===== config.mk =====
export PLATFORM = sky130hd
export DESIGN_NAME = result_sequencer
export DESIGN_NICKNAME = d
export VERILOG_FILES = /design/src/rtl/fp_pkg.sv /design/src/rtl/order_fifo.sv /design/src/rtl/result_sequencer.sv
export SDC_FILE = /design/constraint.sdc
export NUM_CORES = 1
export LEC_CHECK = 0
export ABC_AREA = 1
export CAP_MARGIN = 15
export CORE_ASPECT_RATIO = 1.75
export CORE_UTILIZATION = 52
export DETAILED_ROUTE_END_ITERATION = 8
export PLACE_DENSITY = 0.85
export SLEW_MARGIN = 20
export SYNTH_ARGS = -nofsm -noshare
export SYNTH_HDL_FRONTEND = slang
export SYNTH_SLANG_ARGS = --single-unit
export TNS_END_PERCENT = 1

===== constraint.sdc =====
create_clock -name clk -period 5.7 [get_ports clk]
set_input_delay 1.425 -clock clk [delete_from_list [all_inputs] [get_ports clk]]
set_output_delay 1.425 -clock clk [all_outputs]
set_load 0.1 [all_outputs]

===== src/rtl/fp_pkg.sv =====
// Shared opcode/unit definitions for the floating-point co-processor datapath.
package fp_pkg;

  localparam int FP_W = 32;

  typedef enum logic [2:0] {
    OP_ADD = 3'd0,
    OP_SUB = 3'd1,
    OP_MUL = 3'd2,
    OP_SIN = 3'd3,
    OP_COS = 3'd4
  } opcode_t;

  typedef enum logic [1:0] {
    U_ADD  = 2'd0,
    U_MUL  = 2'd1,
    U_TRIG = 2'd2
  } unit_t;

  function automatic logic op_valid(input logic [2:0] op);
    return op <= 3'd4;
  endfunction

  // Invalid opcodes map to U_TRIG; callers qualify with op_valid().
  function automatic unit_t unit_of(input logic [2:0] op);
    case (op)
      OP_ADD, OP_SUB: return U_ADD;
      OP_MUL:         return U_MUL;
      default:        return U_TRIG;
    endcase
  endfunction

endpackage


===== src/rtl/order_fifo.sv =====
// Issue-order queue: power-of-two depth, registered full flag, async active-low reset.
module order_fifo #(
  parameter int DEPTH = 2,
  parameter int W     = 3
) (
  input  logic         clk,
  input  logic         n_rst,
  input  logic         push,
  input  logic         pop,
  input  logic [W-1:0] din,
  output logic [W-1:0] head,
  output logic         full,
  output logic         empty
);

  localparam int PTR_W = $clog2(DEPTH);
  localparam logic [PTR_W:0] CNT_ONE  = (PTR_W+1)'(1);
  localparam logic [PTR_W:0] FULL_CNT = (PTR_W+1)'(DEPTH);

  logic [W-1:0]     mem [DEPTH];
  logic [PTR_W-1:0] wr_ptr, rd_ptr;
  logic [PTR_W:0]   cnt, cnt_nx;

  always_comb begin
    cnt_nx = cnt;
    if (push && !pop)
      cnt_nx = cnt + CNT_ONE;
    else if (!push && pop)
      cnt_nx = cnt - CNT_ONE;
  end

  always_ff @(posedge clk or negedge n_rst) begin
    if (!n_rst) begin
      wr_ptr <= '0;
      rd_ptr <= '0;
      cnt    <= '0;
      full   <= 1'b0;
    end else begin
      if (push) wr_ptr <= wr_ptr + 1'b1;
      if (pop)  rd_ptr <= rd_ptr + 1'b1;
      cnt  <= cnt_nx;
      full <= (cnt_nx == FULL_CNT);
    end
  end

  // Storage carries data only; validity is tracked by cnt.
  always_ff @(posedge clk) begin
    if (push) mem[wr_ptr] <= din;
  end

  assign head  = mem[rd_ptr];
  assign empty = (cnt == '0);

endmodule


===== src/rtl/result_sequencer.sv =====
// Retires add/mul/trig results in issue order; optional build macro RESULT_SEQ_BYPASS_EN
// lets a head completion retire straight from the unit inputs, skipping its slot.
module result_sequencer
  import fp_pkg::*;
#(
  parameter int DEPTH = 2
) (
  input  logic            clk,
  input  logic            n_rst,
  input  logic            op_strobe,
  input  logic [2:0]      op_sel,
  input  logic            add_done,
  input  logic            add_overflow,
  input  logic [FP_W-1:0] add_result,
  input  logic            mul_done,
  input  logic            mul_overflow,
  input  logic [FP_W-1:0] mul_result,
  input  logic            sincos_done,
  input  logic [FP_W-1:0] sine_result,
  input  logic [FP_W-1:0] cosine_result,
  output logic [FP_W-1:0] result,
  output logic            done,
  output logic            overflow,
  output logic            out_fifo_hold,
  output logic            add_busy,
  output logic            mul_busy,
  output logic            sine_busy,
  output logic            issue_err
);

  logic [2:0] busy, slot_valid, unit_done;
  logic [2:0] busy_nx, slot_valid_nx, cap, set_vec, clr_vec, byp_vec;
  logic [2:0] head_op;
  unit_t      head_unit, issue_unit;
  logic       full, empty, accept, retire, byp;

  logic [FP_W-1:0] add_res_s, mul_res_s, sin_s, cos_s;
  logic            add_ov_s, mul_ov_s;
  logic [FP_W-1:0] ret_res;
  logic            ret_ov;

  assign unit_done = {sincos_done, mul_done, add_done};

  order_fifo #(.DEPTH(DEPTH), .W(3)) u_fifo (
    .clk   (clk),
    .n_rst (n_rst),
    .push  (accept),
    .pop   (retire),
    .din   (op_sel),
    .head  (head_op),
    .full  (full),
    .empty (empty)
  );

  assign head_unit  = unit_of(head_op);
  assign issue_unit = unit_of(op_sel);

  // Busy and full are the pre-edge values, so an op cannot reissue to a unit retiring this cycle.
  assign accept = op_strobe && op_valid(op_sel) && !full && !busy[issue_unit];

`ifdef RESULT_SEQ_BYPASS_EN
  assign byp = !empty && !slot_valid[head_unit] && unit_done[head_unit];
`else
  assign byp = 1'b0;
`endif

  assign retire  = (!empty && slot_valid[head_unit]) || byp;
  assign byp_vec = byp    ? (3'b001 << head_unit)  : 3'b000;
  assign clr_vec = retire ? (3'b001 << head_unit)  : 3'b000;
  assign set_vec = accept ? (3'b001 << issue_unit) : 3'b000;

  // Capture needs an empty slot; a bypassed completion never lands in its slot.
  assign cap           = unit_done & busy & ~slot_valid & ~byp_vec;
  assign busy_nx       = (busy & ~clr_vec) | set_vec;
  assign slot_valid_nx = (slot_valid & ~clr_vec) | cap;

  always_comb begin
    ret_res = '0;
    ret_ov  = 1'b0;
    case (head_op)
      OP_ADD, OP_SUB: begin
        ret_res = byp ? add_result   : add_res_s;
        ret_ov  = byp ? add_overflow : add_ov_s;
      end
      OP_MUL: begin
        ret_res = byp ? mul_result   : mul_res_s;
        ret_ov  = byp ? mul_overflow : mul_ov_s;
      end
      OP_SIN:  ret_res = byp ? sine_result   : sin_s;
      OP_COS:  ret_res = byp ? cosine_result : cos_s;
      default: ;
    endcase
  end

  // Retire stage boundary: all outputs registered here.
  always_ff @(posedge clk or negedge n_rst) begin
    if (!n_rst) begin
      busy       <= '0;
      slot_valid <= '0;
      done       <= 1'b0;
      result     <= '0;
      overflow   <= 1'b0;
      issue_err  <= 1'b0;
    end else begin
      busy       <= busy_nx;
      slot_valid <= slot_valid_nx;
      done       <= retire;
      if (retire) begin
        result   <= ret_res;
        overflow <= ret_ov;
      end
      if (op_strobe && !accept)
        issue_err <= 1'b1;
    end
  end

  always_ff @(posedge clk) begin
    if (cap[U_ADD]) begin
      add_res_s <= add_result;
      add_ov_s  <= add_overflow;
    end
    if (cap[U_MUL]) begin
      mul_res_s <= mul_result;
      mul_ov_s  <= mul_overflow;
    end
    if (cap[U_TRIG]) begin
      sin_s <= sine_result;
      cos_s <= cosine_result;
    end
  end

  assign out_fifo_hold = full;
  assign add_busy      = busy[U_ADD];
  assign mul_busy      = busy[U_MUL];
  assign sine_busy     = busy[U_TRIG];

endmodule


==> flow_metrics.tcl <==
set metrics [dict create \
    ant_nets 0 \
    hp-class "reg -> reg" \
    die_h_um 154 \
    synthMuxAreaShare 0 \
    yosys.area.top_type_share 0.597 \
    routed_wirelength_um 16600 \
    avgSynthCellArea_um2 12.7 \
    hold_viol 0 \
    path_class "reg -> reg" \
    diodes 0 \
    hold_buffers 0 \
    multi_input_area_um2 1410 \
    end_kind "flop" \
    crit_start "u_fifo.rd_ptr" \
    ys.flop_type "edfxtp_1" \
    clockRootBuffer "clkbuf_16" \
    layout-drive-gt1-share 0.0657 \
    clk_path_buf_depth 2 \
    grt_pass1_vias 4955 \
    dp.cells 870 \
    post-route-period-util 0.597 \
    grt_max_degree 47 \
    rows 55 \
    cts_made_buffers 17 \
    vias 4805 \
    fillers 845 \
    async_flop_share 0.253 \
    ys_seq_elements 182 \
    setup-violations-final 0 \
    synth_compound_area_frac 0.0421 \
    final-seq-area_um2 5240 \
    yosys.area_share.simple 0.160 \
    cts_tree "yes" \
    synth_xor_area_frac 0.00128 \
    syn-cell-area_um2 6840 \
    relSlewSlack 0.257 \
    drtIter0Drc 258 \
    clock-sinks 182 \
    max-cap-violations 0 \
    power_uw 4990 \
    place_hpwl_um 11400 \
    ys_seq_area_frac 0.765 \
    io_pins 178 \
    report.final.slew_viol_count 0 \
    antenna_found_initial 1 \
    clk_latency_ns 0.42 \
    crit_fanout 38 \
    fp.coreArea_um2 12900 \
    rsz0062_at_grt "false" \
    drc 0 \
    place.gp.congestion 0.832 \
    r2r-end "slot_valid[2]" \
    leakagePower_uw 0.00371 \
    setup_tns_ns 0 \
    rrSetupSlack_ns 2.30 \
    required_ns 6.04 \
    synth_edf_count 136 \
    status "complete, no violations" \
    worst_pin_slew_ns 1.11 \
    post-cts-setup-buffer-count 0 \
    die-area_um2 13600 \
    synthAdderAreaFrac 0.00183 \
    fin_crit_ns 3.40 \
    worstPathArrival_ns 3.74 \
    grt_first_pass_wirelength_um 25000 \
    cts.htree.levels 4 \
    r2r_start "u_fifo.rd_ptr" \
    dr.pass1.iters 5 \
    ir_drop_mv 0.283 \
    crit_end "slot_valid[2]" \
    areaGrowthSynthToFinish_pct 36.9 \
    synth_top_family_by_area "simple AND/OR/NAND/NOR gates" \
    cts_resized 0 \
    vias_per_cell 5.33 \
    post_drt_wl_per_cell_um 18.4 \
    mostFrequentLayoutCells "nand2_1, clkdlybuf4s50_1, edfxtp_1" \
    skew_ns 0.00929 \
    final_net_count 858 \
    yosys-top-cells-area "edfxtp_1, dfrtp_1, nand2_1, a22oi_1, inv_1" \
    r2r_cells 11 \
    ys_warn_count 0 \
    final_common_cell "nand2_1" \
    grt_use_total 0.254 \
    finalNonFillerCells 902 \
    syn_inst 537 \
    grt_overflow 0 \
    cts.clk_slew.worst_paths_ns 0.07 \
    start_util 0.531 \
    power.density_nw_per_um2 533 \
    ys_types 26 \
    portBuffers 177 \
    timing.fmax_mhz 294 \
    die_w_um 88.7 \
    synth_nets 677 \
    crit_path_start_kind "flop" \
    synth_area_leader_cell "edfxtp_1" \
]
[metrics by stage]
stage / utilization / hold slack [ns] / instance area (µm²) / setup WS [ns]
floorplan: - / 0.429 / 6840 / 1.01
global placement: 0.682 / 0.442 / 8770 / 2.14
detailed placement: 0.682 / 0.468 / 8770 / 2.09
CTS: 0.728 / 0.474 / 9360 / 2.28
global route: 0.728 / 0.482 / 9370 / 2.03
finish: 0.728 / 0.469 / 9370 / 2.30
[cell type report]
cell class	instances	share of cell area
multi-input cells	306	0.151
flip-flops and latches	182	0.559
clock inverters	15	0.0176
repair buffers	181	0.192
clock buffers	17	0.0454
well taps	171	0.0228
inverters	30	0.0120
[layer usage]
| metal | GRT usage | part of all wire | up-vias |
|---|---|---|---|
| li1 | - | - | 2215 |
| met1 | 0.277 | 0.35 | 2327 |
| met2 | 0.443 | 0.55 | 212 |
| met3 | 0.0510 | 0.049 | 51 |
| met4 | 0.154 | 0.054 | 0 |
| met5 | 0 | 0 | - |
[where the power goes]
group	leakage [µW]	switching [µW]	internal (µW)
registers	0.00182	119	1720
logic	0.00160	1510	503
clock network	0.000288	518	623
total	0.00371	2150	2840
[state kept, by name, indices dropped and copies added, names as in the netlist, 2 cells and up]
register    cells
add_res_s      32
busy            3
cos_s          32
mul_res_s      32
result         32
sin_s          32
slot_valid      3
u_fifo.cnt      2
u_fifo.mem      6
[kinds of logic after synthesis]
family	after synthesis
AO/OA/AOI/OAI	41
XOR/XNOR	1
adder cells (fa/ha/maj)	1
buffers and inverters	49
flip-flops	182
AND/OR/NAND/NOR	263
[critical path, cell delays in order, from the launching register on]
cell	delay, ns
dfrtp_1	0.44
inv_2	0.13
nand2_1	0.10
nand2_4	0.12
nand2_2	0.07
nor2_4	0.67
nand2_1	0.15
nand3_2	0.69
inv_2	0.51
nand2_1	0.26
nand2_1	0.07
o21ai_0	0.07
[how the worst min path moves through the flow]
stage	from	end	slack, ns	cells past startpoint
2_1_floorplan	mul_ov_s	overflow	0.43	2
3_3_place_gp	issue_err	issue_err	0.44	1
3_5_place_dp	issue_err	issue_err	0.47	1
4_1_cts	mul_ov_s	overflow	0.47	2
5_1_grt	mul_ov_s	overflow	0.48	2
6_report	mul_ov_s	overflow	0.47	2
[cells in the mapped netlist (3+ instances only)]
| cell type | number |
|---|---|
| a22oi_1 | 31 |
| buf_2 | 10 |
| clkbuf_1 | 7 |
| dfrtp_1 | 46 |
| edfxtp_1 | 136 |
| inv_1 | 27 |
| nand2_1 | 210 |
| nand2_4 | 3 |
| nand3_1 | 16 |
| nand4_1 | 13 |
| nor2_1 | 15 |
| o21ai_0 | 5 |
No activity file was read; power rests on OpenSTA's default activity.
